[src/rtl/fetch_ir_unit_if.sv]
// Purpose: bundles the decoder/datapath-facing signals of the PC/IR stage.
// Latency: none, this is wiring only.
// Backpressure: none, these are strobe-driven signals with no handshake.
interface fetch_ir_unit_if #(
  parameter int XLEN  = 32,
  parameter int CNT_W = 32
);
  logic [XLEN-1:0]  instr_rdata;
  logic [XLEN-1:0]  pc_next;
  logic             irwrite;
  logic             pcupdate;
  logic             beq;
  logic             bne;
  logic             blt;
  logic             bge;
  logic             alu_zero;
  logic             alu_lt;
  logic             regwrite;
  logic             memwrite;
  logic [XLEN-1:0]  pc;
  logic [XLEN-1:0]  old_pc;
  logic [XLEN-1:0]  instr;
  logic [6:0]       opcode;
  logic [2:0]       funct3;
  logic             funct7b5;
  logic [4:0]       rs1;
  logic [4:0]       rs2;
  logic [4:0]       rd;
  logic [XLEN-1:0]  imm_ext;
  logic             branch_taken;
  logic [CNT_W-1:0] cycle_count;
  logic [CNT_W-1:0] instret_count;
  logic             illegal_instr;
  logic [XLEN-1:0]  illegal_pc;
  logic             misaligned_pc;

  // Decoder/memory/datapath side.
  modport master (
    output instr_rdata, pc_next, irwrite, pcupdate, beq, bne, blt, bge,
           alu_zero, alu_lt, regwrite, memwrite,
    input  pc, old_pc, instr, opcode, funct3, funct7b5, rs1, rs2, rd,
           imm_ext, branch_taken, cycle_count, instret_count,
           illegal_instr, illegal_pc, misaligned_pc
  );

  // PC/IR stage side.
  modport slave (
    input  instr_rdata, pc_next, irwrite, pcupdate, beq, bne, blt, bge,
           alu_zero, alu_lt, regwrite, memwrite,
    output pc, old_pc, instr, opcode, funct3, funct7b5, rs1, rs2, rd,
           imm_ext, branch_taken, cycle_count, instret_count,
           illegal_instr, illegal_pc, misaligned_pc
  );
endinterface

[src/rtl/fetch_ir_unit.sv]
// Purpose: PC / OldPC / IR stage with immediate extension, branch resolve, counters and sticky fault flags.
// Latency: PC/IR update on the strobed edge; decoded fields and branch_taken are combinational; legality flag lands one cycle after IR capture.
// Backpressure: none, the multi-cycle decoder sequences every strobe so this stage never stalls.
module fetch_ir_unit #(
  parameter int              XLEN      = 32,
  parameter logic [XLEN-1:0] RESET_PC  = '0,
  parameter int              CNT_W     = 32,
  parameter logic [XLEN-1:0] NOP_INSTR = XLEN'(32'h0000_0013)
) (
  input logic           clk,
  input logic           reset,
  fetch_ir_unit_if.slave bus
);

  logic [XLEN-1:0]  pc_q;
  logic [XLEN-1:0]  old_pc_q;
  logic [XLEN-1:0]  instr_q;
  logic [XLEN-1:0]  illegal_pc_q;
  logic [CNT_W-1:0] cycle_q;
  logic [CNT_W-1:0] instret_q;
  logic             ir_new;
  logic             illegal_q;
  logic             misaligned_q;
  logic             branch_taken;
  logic             pc_we;
  logic             retire;
  logic             legal;
  logic [6:0]       opcode;
  logic [2:0]       funct3;
  logic [31:0]      imm32;

  assign opcode = instr_q[6:0];
  assign funct3 = instr_q[14:12];

  // Resolve the decoder's branch strobe against the ALU flags.
  always_comb begin
    branch_taken = (bus.beq & bus.alu_zero) | (bus.bne & ~bus.alu_zero) |
                   (bus.blt & bus.alu_lt)   | (bus.bge & ~bus.alu_lt);
  end

  assign pc_we  = bus.pcupdate | branch_taken;
  // Each of these strobes marks the single completion cycle of an instruction.
  assign retire = bus.regwrite | bus.memwrite | bus.beq | bus.bne | bus.blt | bus.bge;

  // Reassemble the immediate according to the instruction format implied by the opcode.
  always_comb begin
    imm32 = '0;
    case (opcode)
      7'b0000011, 7'b0010011: imm32 = {{20{instr_q[31]}}, instr_q[31:20]};
      7'b0100011:             imm32 = {{20{instr_q[31]}}, instr_q[31:25], instr_q[11:7]};
      7'b1100011:             imm32 = {{20{instr_q[31]}}, instr_q[7], instr_q[30:25],
                                       instr_q[11:8], 1'b0};
      7'b1101111:             imm32 = {{12{instr_q[31]}}, instr_q[19:12], instr_q[20],
                                       instr_q[30:21], 1'b0};
      7'b0110111:             imm32 = {instr_q[31:12], 12'b0};
      default:                imm32 = '0;
    endcase
  end

  // Only the opcodes the decoder supports are legal; branches also restrict funct3.
  always_comb begin
    legal = 1'b0;
    case (opcode)
      7'b0000011, 7'b0100011, 7'b0110011, 7'b0010011,
      7'b1101111, 7'b0110111: legal = 1'b1;
      7'b1100011:             legal = (funct3 inside {3'b000, 3'b001, 3'b100, 3'b101});
      default:                legal = 1'b0;
    endcase
  end

  // PC, IR and sticky fault flags; IR/old_pc capture the pre-update PC when fetch also bumps PC.
  always_ff @(posedge clk or posedge reset) begin
    if (reset) begin
      pc_q         <= RESET_PC;
      old_pc_q     <= RESET_PC;
      instr_q      <= NOP_INSTR;
      ir_new       <= 1'b0;
      illegal_q    <= 1'b0;
      illegal_pc_q <= '0;
      misaligned_q <= 1'b0;
    end else begin
      ir_new <= bus.irwrite;
      if (bus.irwrite) begin
        instr_q  <= bus.instr_rdata;
        old_pc_q <= pc_q;
      end
      if (pc_we) begin
        pc_q <= bus.pc_next;
        if (bus.pc_next[1:0] != 2'b00) begin
          misaligned_q <= 1'b1;
        end
      end
      if (ir_new && !legal && !illegal_q) begin
        illegal_q    <= 1'b1;
        illegal_pc_q <= old_pc_q;
      end
    end
  end

  // Free-running cycle counter and retired-instruction counter, both wrapping.
  always_ff @(posedge clk or posedge reset) begin
    if (reset) begin
      cycle_q   <= '0;
      instret_q <= '0;
    end else begin
      cycle_q   <= cycle_q + CNT_W'(1);
      instret_q <= instret_q + CNT_W'(retire);
    end
  end

  assign bus.pc            = pc_q;
  assign bus.old_pc        = old_pc_q;
  assign bus.instr         = instr_q;
  assign bus.opcode        = opcode;
  assign bus.funct3        = funct3;
  assign bus.funct7b5      = instr_q[30];
  assign bus.rs1           = instr_q[19:15];
  assign bus.rs2           = instr_q[24:20];
  assign bus.rd            = instr_q[11:7];
  assign bus.imm_ext       = XLEN'($signed(imm32));
  assign bus.branch_taken  = branch_taken;
  assign bus.cycle_count   = cycle_q;
  assign bus.instret_count = instret_q;
  assign bus.illegal_instr = illegal_q;
  assign bus.illegal_pc    = illegal_pc_q;
  assign bus.misaligned_pc = misaligned_q;

endmodule
[src/flat_wrapper.sv]
// flat-port wrapper written by rule: the top's interface ports become plain ports
module fetch_ir_unit_flat 
#(
  parameter int              XLEN      = 32,
  parameter logic [XLEN-1:0] RESET_PC  = '0,
  parameter int              CNT_W     = 32,
  parameter logic [XLEN-1:0] NOP_INSTR = XLEN'(32'h0000_0013)
)
  (clk, reset, bus_instr_rdata, bus_pc_next, bus_irwrite, bus_pcupdate, bus_beq, bus_bne, bus_blt, bus_bge, bus_alu_zero, bus_alu_lt, bus_regwrite, bus_memwrite, bus_pc, bus_old_pc, bus_instr, bus_opcode, bus_funct3, bus_funct7b5, bus_rs1, bus_rs2, bus_rd, bus_imm_ext, bus_branch_taken, bus_cycle_count, bus_instret_count, bus_illegal_instr, bus_illegal_pc, bus_misaligned_pc);
  fetch_ir_unit_if #(.XLEN(XLEN), .CNT_W(CNT_W)) bus_i ();
  input logic clk;
  input logic reset;
  input wire logic [$bits(bus_i.instr_rdata)-1:0] bus_instr_rdata;
  input wire logic [$bits(bus_i.pc_next)-1:0] bus_pc_next;
  input wire logic [$bits(bus_i.irwrite)-1:0] bus_irwrite;
  input wire logic [$bits(bus_i.pcupdate)-1:0] bus_pcupdate;
  input wire logic [$bits(bus_i.beq)-1:0] bus_beq;
  input wire logic [$bits(bus_i.bne)-1:0] bus_bne;
  input wire logic [$bits(bus_i.blt)-1:0] bus_blt;
  input wire logic [$bits(bus_i.bge)-1:0] bus_bge;
  input wire logic [$bits(bus_i.alu_zero)-1:0] bus_alu_zero;
  input wire logic [$bits(bus_i.alu_lt)-1:0] bus_alu_lt;
  input wire logic [$bits(bus_i.regwrite)-1:0] bus_regwrite;
  input wire logic [$bits(bus_i.memwrite)-1:0] bus_memwrite;
  output wire logic [$bits(bus_i.pc)-1:0] bus_pc;
  output wire logic [$bits(bus_i.old_pc)-1:0] bus_old_pc;
  output wire logic [$bits(bus_i.instr)-1:0] bus_instr;
  output wire logic [$bits(bus_i.opcode)-1:0] bus_opcode;
  output wire logic [$bits(bus_i.funct3)-1:0] bus_funct3;
  output wire logic [$bits(bus_i.funct7b5)-1:0] bus_funct7b5;
  output wire logic [$bits(bus_i.rs1)-1:0] bus_rs1;
  output wire logic [$bits(bus_i.rs2)-1:0] bus_rs2;
  output wire logic [$bits(bus_i.rd)-1:0] bus_rd;
  output wire logic [$bits(bus_i.imm_ext)-1:0] bus_imm_ext;
  output wire logic [$bits(bus_i.branch_taken)-1:0] bus_branch_taken;
  output wire logic [$bits(bus_i.cycle_count)-1:0] bus_cycle_count;
  output wire logic [$bits(bus_i.instret_count)-1:0] bus_instret_count;
  output wire logic [$bits(bus_i.illegal_instr)-1:0] bus_illegal_instr;
  output wire logic [$bits(bus_i.illegal_pc)-1:0] bus_illegal_pc;
  output wire logic [$bits(bus_i.misaligned_pc)-1:0] bus_misaligned_pc;
  assign bus_i.instr_rdata = bus_instr_rdata;
  assign bus_i.pc_next = bus_pc_next;
  assign bus_i.irwrite = bus_irwrite;
  assign bus_i.pcupdate = bus_pcupdate;
  assign bus_i.beq = bus_beq;
  assign bus_i.bne = bus_bne;
  assign bus_i.blt = bus_blt;
  assign bus_i.bge = bus_bge;
  assign bus_i.alu_zero = bus_alu_zero;
  assign bus_i.alu_lt = bus_alu_lt;
  assign bus_i.regwrite = bus_regwrite;
  assign bus_i.memwrite = bus_memwrite;
  assign bus_pc = bus_i.pc;
  assign bus_old_pc = bus_i.old_pc;
  assign bus_instr = bus_i.instr;
  assign bus_opcode = bus_i.opcode;
  assign bus_funct3 = bus_i.funct3;
  assign bus_funct7b5 = bus_i.funct7b5;
  assign bus_rs1 = bus_i.rs1;
  assign bus_rs2 = bus_i.rs2;
  assign bus_rd = bus_i.rd;
  assign bus_imm_ext = bus_i.imm_ext;
  assign bus_branch_taken = bus_i.branch_taken;
  assign bus_cycle_count = bus_i.cycle_count;
  assign bus_instret_count = bus_i.instret_count;
  assign bus_illegal_instr = bus_i.illegal_instr;
  assign bus_illegal_pc = bus_i.illegal_pc;
  assign bus_misaligned_pc = bus_i.misaligned_pc;
  fetch_ir_unit #(.XLEN(XLEN), .RESET_PC(RESET_PC), .CNT_W(CNT_W), .NOP_INSTR(NOP_INSTR)) u_core (.clk(clk), .reset(reset), .bus(bus_i));
endmodule
[config.mk]
export PLATFORM = sky130hd
export DESIGN_NAME = fetch_ir_unit_flat
export DESIGN_NICKNAME = d
export VERILOG_FILES = /design/src/rtl/fetch_ir_unit_if.sv /design/src/rtl/fetch_ir_unit.sv /design/src/flat_wrapper.sv
export SDC_FILE = /design/constraint.sdc
export NUM_CORES = 1
export LEC_CHECK = 0
export ABC_AREA = 1
export CORE_ASPECT_RATIO = 1.2
export CORE_MARGIN = 10
export CORE_UTILIZATION = 40
export CTS_CLUSTER_SIZE = 20
export DETAILED_ROUTE_END_ITERATION = 12
export GPL_TIMING_DRIVEN = 0
export PLACE_DENSITY = 0.7
export SLEW_MARGIN = 0
export SYNTH_ARGS = -nofsm -noshare
export SYNTH_HDL_FRONTEND = slang
export SYNTH_SLANG_ARGS = --single-unit
[constraint.sdc]
create_clock -name clk -period 10.15 [get_ports clk]
set_input_delay 1.015 -clock clk [delete_from_list [all_inputs] [get_ports clk]]
set_output_delay 1.015 -clock clk [all_outputs]
set_load 0.05 [all_outputs]
==> reports/qor_table.md, run 1 <==
| Group | Result | This run |
|---|---|---|
| clock network | TritonCTS sink count | 195 |
| final layout | Number of fillers in the final layout | 1983 |
| global route | Total track usage | 21.1% |
| synthesis | Cell area after synthesis | 0.00890 mm² |
| sta | Period utilisation layout | 39.6% |
| sta | Headroom to the max-slew limit | 54.5% |
| clock network | Gates resized, CTS repair | 0 |
| synthesis | Async SR Flop Fraction | 100% |
| critical path | Cell Chain, Critical Path | nand2_1, nor3_2, nand3_1, and2_1, buf_6, buf_6, nand3_1, clkdlybuf4s50_1 |
| placement | HPWL Detailed | 24.4 mm |
| synthesis | Most frequently used flop master after synthesis | sky130_fd_sc_hd__dfrtp_1 |
| hold path | Endpoint with the worst hold slack | u_core.bus.misaligned_pc$_DFFE_PP0P_ |
| global route | Via count of the first global-routing pass | 8302 |
| synthesis | Fraction of synthesized cell area taken by the top area cell type | 54.0% |
| critical path | Crit path max fanout | 10 |
| clock network | Cell chosen for the clock root | sky130_fd_sc_hd__clkbuf_16 |
| global route | Global-route wire length before repair | 47.0 mm |
| final layout | Growth of design area from synthesis to finish | 48.0% |
| critical path | Crit path max-delay family | buffers and inverters |
| detailed routing | Post-detailed-route DRC marker count | 0 |
| clock network | TritonCTS clock tree | yes |
| clock network | Clock transition time at the flip-flop clock pins of the worst setup and hold paths | 0.08 ns |
| placement | Worst setup slack after placement | 6.56 ns |
| sta | Highest achievable clock rate | 249 MHz |
| critical path | R2r endpoint | u_core.bus.illegal_pc[7]$_DFFE_PP0P_ |
| synthesis | Synth Area per Inst | 8.55 µm² |
| detailed routing | Vias per Instance | 4.83 |
| placement | Global placer's final weighted congestion | 0.928 |
| sta | Slew at the pin closest to its max-slew limit | 0.683 ns |
| final layout | Number of nets at the end of the flow | 1468 |
| detailed routing | Detail Route Antenna Nets | 0 |
| detailed routing | Total Routed Length | 30.8 mm |
| power and ir drop | Worst IR drop on VDD | 0.000208 V |
| sta | Clock Skew | 0.0124 ns |
| critical path | Setup slack, reg-to-reg | 8.25 ns |
| power and ir drop | Leakage power figure | 6.04 nW |
| critical path | Worst R2R Path Depth | 6 |
| critical path | Critical Path Slowest Stage Cell | sky130_fd_sc_hd__clkdlybuf4s50_1 |
| synthesis | Unique masters post-synth | 32 |
| floorplanning | Std-Cell Core Area | 0.0218 mm² |
| critical path | Worst path arrival time | 3.00 ns |
| clock network | H-tree levels | 4 |
| hold path | Launch point of the worst hold path | u_core.bus.misaligned_pc$_DFFE_PP0P_ |
| sta | Final hold violation count | 0 |
| status | Status | complete, no violations |
| clock network | Postcts setup bufs | 0 |
| synthesis | Most numerous cell in the Yosys netlist | sky130_fd_sc_hd__nand2_1 |
| global route | Largest net degree at the start of global routing | 101 |
| clock network | CTS Buf Count | 17 |
| floorplanning | Starting utilization of the core area | 40.9% |
| floorplanning | Top-level port count | 329 |
| synthesis | Yosys warning total | 0 |
| sta | Final setup violation count | 0 |
| critical path | Startpoint of the worst register-to-register path | u_core.bus.instr[0]$_DFFE_PP1P_ |
| final layout | Fraction of layout instances using a drive strength above 1 | 7.35% |
| global route | Overflow left after global routing | 0 |
| critical path | Category of the most critical setup path | reg2out |
| run | Max Cap Viol | 0 |
| floorplanning | Vertical extent of the die | 183 µm |
| synthesis | Sequential cell area fraction in the yosys report | 54.9% |
| sta | Unrepaired setup endpoints after global routing | false |
| power and ir drop | Power density cells | 198 mW/mm² |
| final layout | Finished Core Util | 60.4% |
| critical path | CP Capture Type | output pin |
| critical path | Maximum single-stage delay on the critical path | 0.83 ns |
| floorplanning | Std cell rows | 59 |
| critical path | Critical Path Source Type | register |
| synthesis | Register bit total from synthesis | 195 |
| synthesis | Top post-synthesis cells by area | sky130_fd_sc_hd__dfrtp_1 (54%), sky130_fd_sc_hd__nand2_1 (13%), sky130_fd_sc_hd__nor2_1 (5.1%) |
| detailed routing | DR vias | 8097 |
| global route | Number of antenna violations at the first check in global routing | 1 |
| sta | Worst path setup slack after routing | 6.13 ns |
| sta | Final Hold Slack | 0.465 ns |
| sta | Minimum clock period after layout | 4.02 ns |
| synthesis | Top cell type by total area after synthesis | sky130_fd_sc_hd__dfrtp_1 |
| sta | Final Max Slew Viols | 0 |
| detailed routing | Per-cell routed wire length | 18.4 µm |
| critical path | Crit path buffers/inverters | 3 |
| synthesis | Synthesized netlist net count | 1120 |
| clock network | Clock latency at the later pin of the worst-skew pair | 0.44 ns |
| floorplanning | Overall die width | 156 µm |
| critical path | Required time at the worst-slack endpoint | 9.14 ns |
| clock network | Count of hold buffers inserted by post-cts repair | 0 |
| sta | Accumulated negative setup slack | 0 ns |
| hold path | Path type of the worst min-delay path | reg2reg |
| detailed routing | Number of design-rule violations left by the first detailed-router iteration | 428 |
| synthesis | Most numerous cell types in the synthesized netlist | sky130_fd_sc_hd__nand2_1 (315), sky130_fd_sc_hd__dfrtp_1 (192), sky130_fd_sc_hd__nor2_1 (121), sky130_fd_sc_hd__inv_1 (87), sky130_fd_sc_hd__o21ai_0 (62) |
| detailed routing | First drt pass iteration count | 4 |
| hold path | Hold Path Depth | 2 |
| placement | Count of buffers inserted at the top-level ports | 328 |
| clock network | Max clock buf depth | 2 |
| synthesis | Number of enable flip-flop cells after synthesis | 0 |
| synthesis | Number of instances in the synthesized netlist | 1040 |
| floorplanning | Die outline area | 0.0286 mm² |
==> per-layer routing <==
layer	vias to the layer above	routed length (µm)	share of wire [%]	global-route usage (%)
met1	3816	11700	38	22.6
met3	35	2760	9.0	7.54
met5	-	13	0.042	0
li1	3950	-	-	-
met2	294	15700	51	37.8
met4	2	614	2.0	6.28
==> cell families after synthesis <==
kind of cell | count (synthesis) | synth area share, %
mux | 13 | 1.63
flops | 195 | 54.9
xor+xnor | 43 | 4.23
buf+inv | 147 | 7.75
compound gates | 99 | 5.63
simple gates | 539 | 25.3
fa+ha+maj | 4 | 0.563
==> power breakdown <==
part           switching [mW]  internal [mW]
logic                   0.646          0.300
clock network           0.336          0.355
registers              0.0861          0.887
==> worst max path at each step <==
stage                                    start                                  end  slack, ns  cells past startpoint
2_1_floorplan                            reset  u_core.bus.cycle_count[0]$_DFF_PP0_       3.83                      1
3_3_place_gp                             reset     u_core.bus.instr[21]$_DFFE_PP0P_       1.05                      2
3_5_place_dp                           bus_beq                     bus_branch_taken       6.56                      6
4_1_cts        u_core.bus.instr[1]$_DFFE_PP1P_                      bus_imm_ext[20]       6.13                      8
5_1_grt        u_core.bus.instr[0]$_DFFE_PP1P_                      bus_imm_ext[20]       6.01                      8
6_report       u_core.bus.instr[0]$_DFFE_PP1P_                      bus_imm_ext[20]       6.13                      8
==> stage by stage <==
step                      cells  instance area (µm²)  power [mW]
after global placement     1642                12500        1.93
after floorplan            1040                 8900        1.56
after CTS                  1675                13200        2.64
after global routing       1675                13200        2.72
after detailed placement   1643                12600        1.94
final                      1676                13200        2.61
==> worst reg2reg max path, stage by stage (launching register included) <==
cell                       delay, ns
sky130_fd_sc_hd__dfstp_2        0.56
sky130_fd_sc_hd__nand2_1        0.13
sky130_fd_sc_hd__nor3_2         0.32
sky130_fd_sc_hd__nand3_2        0.24
sky130_fd_sc_hd__clkbuf_1       0.30
sky130_fd_sc_hd__nand3_1        0.15
sky130_fd_sc_hd__nand2_1        0.07
==> state kept, by name, summed over array words and instances, names as in the netlist <==
register	count
u_core.bus.cycle_count	32
u_core.bus.illegal_pc	32
u_core.bus.instr	32
u_core.bus.instret_count	32
u_core.bus.old_pc	32
u_core.bus.pc	32
u_core.bus.illegal_instr	1
u_core.bus.misaligned_pc	1
u_core.ir_new	1
==> cell usage in the layout (no fill, tap or decap), types with 4 or more instances in the layout <==
| cell type | synthesis | routed |
|---|---|---|
| sky130_fd_sc_hd__ha_1 | 4 | 4 |
| sky130_fd_sc_hd__nand3b_1 | 15 | 15 |
| sky130_fd_sc_hd__inv_1 | 87 | 86 |
| sky130_fd_sc_hd__inv_8 | 0 | 6 |
| sky130_fd_sc_hd__dfrtp_1 | 192 | 192 |
| sky130_fd_sc_hd__nand3_1 | 57 | 57 |
| sky130_fd_sc_hd__nor2_1 | 121 | 121 |
| sky130_fd_sc_hd__clkbuf_16 | 0 | 17 |
| sky130_fd_sc_hd__a21oi_1 | 33 | 33 |
| sky130_fd_sc_hd__clkdlybuf4s50_1 | 0 | 328 |
| sky130_fd_sc_hd__xor2_1 | 26 | 26 |
| sky130_fd_sc_hd__o21ai_0 | 62 | 62 |
| sky130_fd_sc_hd__nor2_2 | 5 | 5 |
| sky130_fd_sc_hd__mux2_2 | 12 | 12 |
| sky130_fd_sc_hd__nand4_1 | 6 | 6 |
| sky130_fd_sc_hd__o22ai_1 | 4 | 4 |
| sky130_fd_sc_hd__buf_4 | 29 | 29 |
| sky130_fd_sc_hd__clkbuf_1 | 15 | 15 |
| sky130_fd_sc_hd__nand2_1 | 315 | 315 |
| sky130_fd_sc_hd__buf_2 | 11 | 11 |
| sky130_fd_sc_hd__nor3_1 | 9 | 9 |
| sky130_fd_sc_hd__xnor2_1 | 17 | 17 |
==> final cells by class <==
type | instances | area, µm² | area share (%)
antenna | 1 | 2.50 | 0.0190
clock buffer | 17 | 425 | 3.23
clock inverter | 15 | 179 | 1.36
tap | 274 | 343 | 2.60
inverter | 88 | 338 | 2.57
timing repair buffer | 329 | 3310 | 25.1
multi-input combinational | 698 | 3320 | 25.2
sequential | 195 | 4880 | 37.1
buffer | 59 | 359 | 2.73
(Power assumes the default switching activity.)
==> run 2: changes to the inputs <==
- clock period: 10.15 -> 3.85 ns (I/O delays scaled with it)
==> reports/qor_table.md, run 2 (synthesis results as in run 1) <==
| Group | Result | This run |
|---|---|---|
| placement | Global placer's final weighted congestion | 0.940 |
| placement | Count of buffers inserted at the top-level ports | 328 |
| clock network | Max clock buf depth | 2 |
| sta | Final setup violation count | 0 |
| clock network | Gates resized, CTS repair | 0 |
| sta | Headroom to the max-slew limit | 56.5% |
| power and ir drop | Worst IR drop on VDD | 0.000483 V |
| global route | Overflow left after global routing | 0 |
| placement | HPWL Detailed | 24.4 mm |
| clock network | CTS Buf Count | 17 |
| power and ir drop | Internal Pwr Total | 4.20 mW |
| critical path | CP Capture Type | output pin |
| detailed routing | Post-detailed-route DRC marker count | 0 |
| final layout | Post-Layout Inst Area | 0.0133 mm² |
| critical path | Critical Path Slowest Stage Cell | sky130_fd_sc_hd__clkdlybuf4s50_1 |
| critical path | Category of the most critical setup path | reg2out |
| sta | Highest achievable clock rate | 294 MHz |
| final layout | Fraction of layout instances using a drive strength above 1 | 7.68% |
| power and ir drop | Leakage power figure | 6.10 nW |
| critical path | Maximum single-stage delay on the critical path | 0.84 ns |
| status | Status | complete, no violations |
| clock network | Clock transition time at the flip-flop clock pins of the worst setup and hold paths | 0.08 ns |
| critical path | Required time at the worst-slack endpoint | 3.46 ns |
| final layout | Most frequent cells in the layout | sky130_fd_sc_hd__clkdlybuf4s50_1 (328), sky130_fd_sc_hd__nand2_1 (315), sky130_fd_sc_hd__dfrtp_1 (192) |
| floorplanning | Std cell rows | 59 |
| sta | Clock Skew | 0.0187 ns |
| final layout | Number of nets at the end of the flow | 1473 |
| final layout | Antenna Diode Count | 0 |
| sta | Accumulated negative setup slack | 0 ns |
| final layout | Most common cell after layout, fill and taps aside | sky130_fd_sc_hd__clkdlybuf4s50_1 |
| placement | Worst setup slack after placement | 0.889 ns |
| global route | Number of antenna violations at the first check in global routing | 3 |
| global route | Total track usage | 20.9% |
| sta | Final hold violation count | 0 |
| power and ir drop | Switching power total | 2.79 mW |
| global route | Largest net degree at the start of global routing | 41 |
| power and ir drop | Power density cells | 526 mW/mm² |
| detailed routing | Detail Route Antenna Nets | 0 |
| detailed routing | Per-cell routed wire length | 18.1 µm |
| critical path | Crit path buffers/inverters | 3 |
| floorplanning | Overall die width | 156 µm |
| critical path | Critical Path Source Type | register |
| sta | Unrepaired setup endpoints after global routing | false |
| hold path | Path type of the worst min-delay path | in2async |
| detailed routing | Number of design-rule violations left by the first detailed-router iteration | 317 |
| detailed routing | Vias per Instance | 4.85 |
| sta | Period utilisation layout | 88.3% |
| sta | Minimum clock period after layout | 3.40 ns |
| floorplanning | Starting utilization of the core area | 40.9% |
| sta | Final Max Slew Viols | 0 |
| floorplanning | Top-level port count | 329 |
| clock network | Postcts setup bufs | 0 |
| sta | Slew at the pin closest to its max-slew limit | 0.651 ns |
| detailed routing | Total Routed Length | 30.3 mm |
| clock network | TritonCTS clock tree | yes |
| sta | Final Hold Slack | 0.332 ns |
| run | Max Cap Viol | 0 |
| sta | Worst path setup slack after routing | 0.450 ns |
| power and ir drop | Clock power frac | 27.6% |
| power and ir drop | Switching share of power | 39.9% |
| clock network | Clock latency at the later pin of the worst-skew pair | 0.43 ns |
| power and ir drop | Final total power | 6.99 mW |
| placement | Number of cells in the design after placement | 1648 |
| detailed routing | DR vias | 8149 |
| critical path | Worst path arrival time | 3.02 ns |
| critical path | Cell Chain, Critical Path | nand2_1, nor3_2, nand3_1, and2_1, buf_6, buf_6, nand3_1, clkdlybuf4s50_1 |
| clock network | TritonCTS sink count | 195 |
| clock network | Cell chosen for the clock root | sky130_fd_sc_hd__clkbuf_16 |
| power and ir drop | Combinational share of power | 35.8% |
| floorplanning | Std-Cell Core Area | 0.0218 mm² |
| placement | Instance area at placement | 0.0126 mm² |
| global route | Via count of the first global-routing pass | 8382 |
| clock network | H-tree levels | 4 |
| critical path | Crit path max-delay family | buffers and inverters |
| final layout | Growth of design area from synthesis to finish | 49.4% |
| critical path | Crit path max fanout | 10 |
| floorplanning | Die outline area | 0.0286 mm² |
| final layout | Non-Filler Instances | 1680 |
| detailed routing | First drt pass iteration count | 5 |
| final layout | Finished Core Util | 61.0% |
| floorplanning | Vertical extent of the die | 183 µm |
| clock network | Count of hold buffers inserted by post-cts repair | 0 |
| power and ir drop | Share of power burned in registers | 36.6% |
| global route | Global-route wire length before repair | 47.2 mm |
-- run 2: cell types whose count changed in the layout (fill, tap and decap cells not counted), sizes merged --
cell / change
buf: +5
inv: -3
bufinv: +2
clkinv: +1
diode: -1
-- run 2: area by class of cell --
type	count	area, µm²
Multi-Input combinational cell	698	3320
Inverter	88	334
Clock inverter	15	215
Sequential cell	195	4880
Fill cell	1970	8490
Buffer	59	359
Clock buffer	17	425
Timing Repair Buffer	334	3400
Tap cell	274	343
-- run 2: worst register-to-register path: stages, from the launching register on --
cell                       delay [ns]
sky130_fd_sc_hd__dfstp_2         0.56
sky130_fd_sc_hd__nand2_1         0.12
sky130_fd_sc_hd__nor3_2          0.30
sky130_fd_sc_hd__nand3_2         0.26
sky130_fd_sc_hd__clkbuf_1        0.31
sky130_fd_sc_hd__nand3_1         0.15
sky130_fd_sc_hd__nand2_1         0.06
-- run 2: per-layer routing --
layer / global-route usage, % / vias up / wire length (µm)
li1: - / 3960 / -
met5: 0 / - / 17
met1: 22.2 / 3855 / 11300
met4: 6.62 / 4 / 633
met2: 37.3 / 297 / 15500
met3: 8.10 / 33 / 2900
-- run 2: final timing paths --
path                            cells past startpoint                                    end  slack (ns)                                  from
worst min register to register                      2   u_core.bus.illegal_pc[1]$_DFFE_PP0P_        0.47  u_core.bus.illegal_pc[1]$_DFFE_PP0P_
worst max-delay path                                8                        bus_imm_ext[21]        0.45       u_core.bus.instr[1]$_DFFE_PP1P_
worst min-delay path                                2   u_core.bus.cycle_count[27]$_DFF_PP0_        0.33                                 reset
min in group clk                                    1                u_core.ir_new$_DFF_PP0_        0.42                           bus_irwrite
max in group asynchronous                           7          u_core.bus.pc[25]$_DFFE_PP0P_        2.12                                 reset
worst max register to register                      6  u_core.bus.illegal_pc[14]$_DFFE_PP0P_        1.95       u_core.bus.instr[1]$_DFFE_PP1P_
-- run 2: power by group through the flow --
stage	clock network [mW]	registers (mW)	logic [mW]
6_report	1.93	2.55	2.50
5_1_grt	2.05	2.59	2.63
4_1_cts	1.97	2.56	2.54
3_5_place_dp	0	2.59	2.53
3_3_place_gp	0	2.58	2.50
2_1_floorplan	0	3.59	0.532
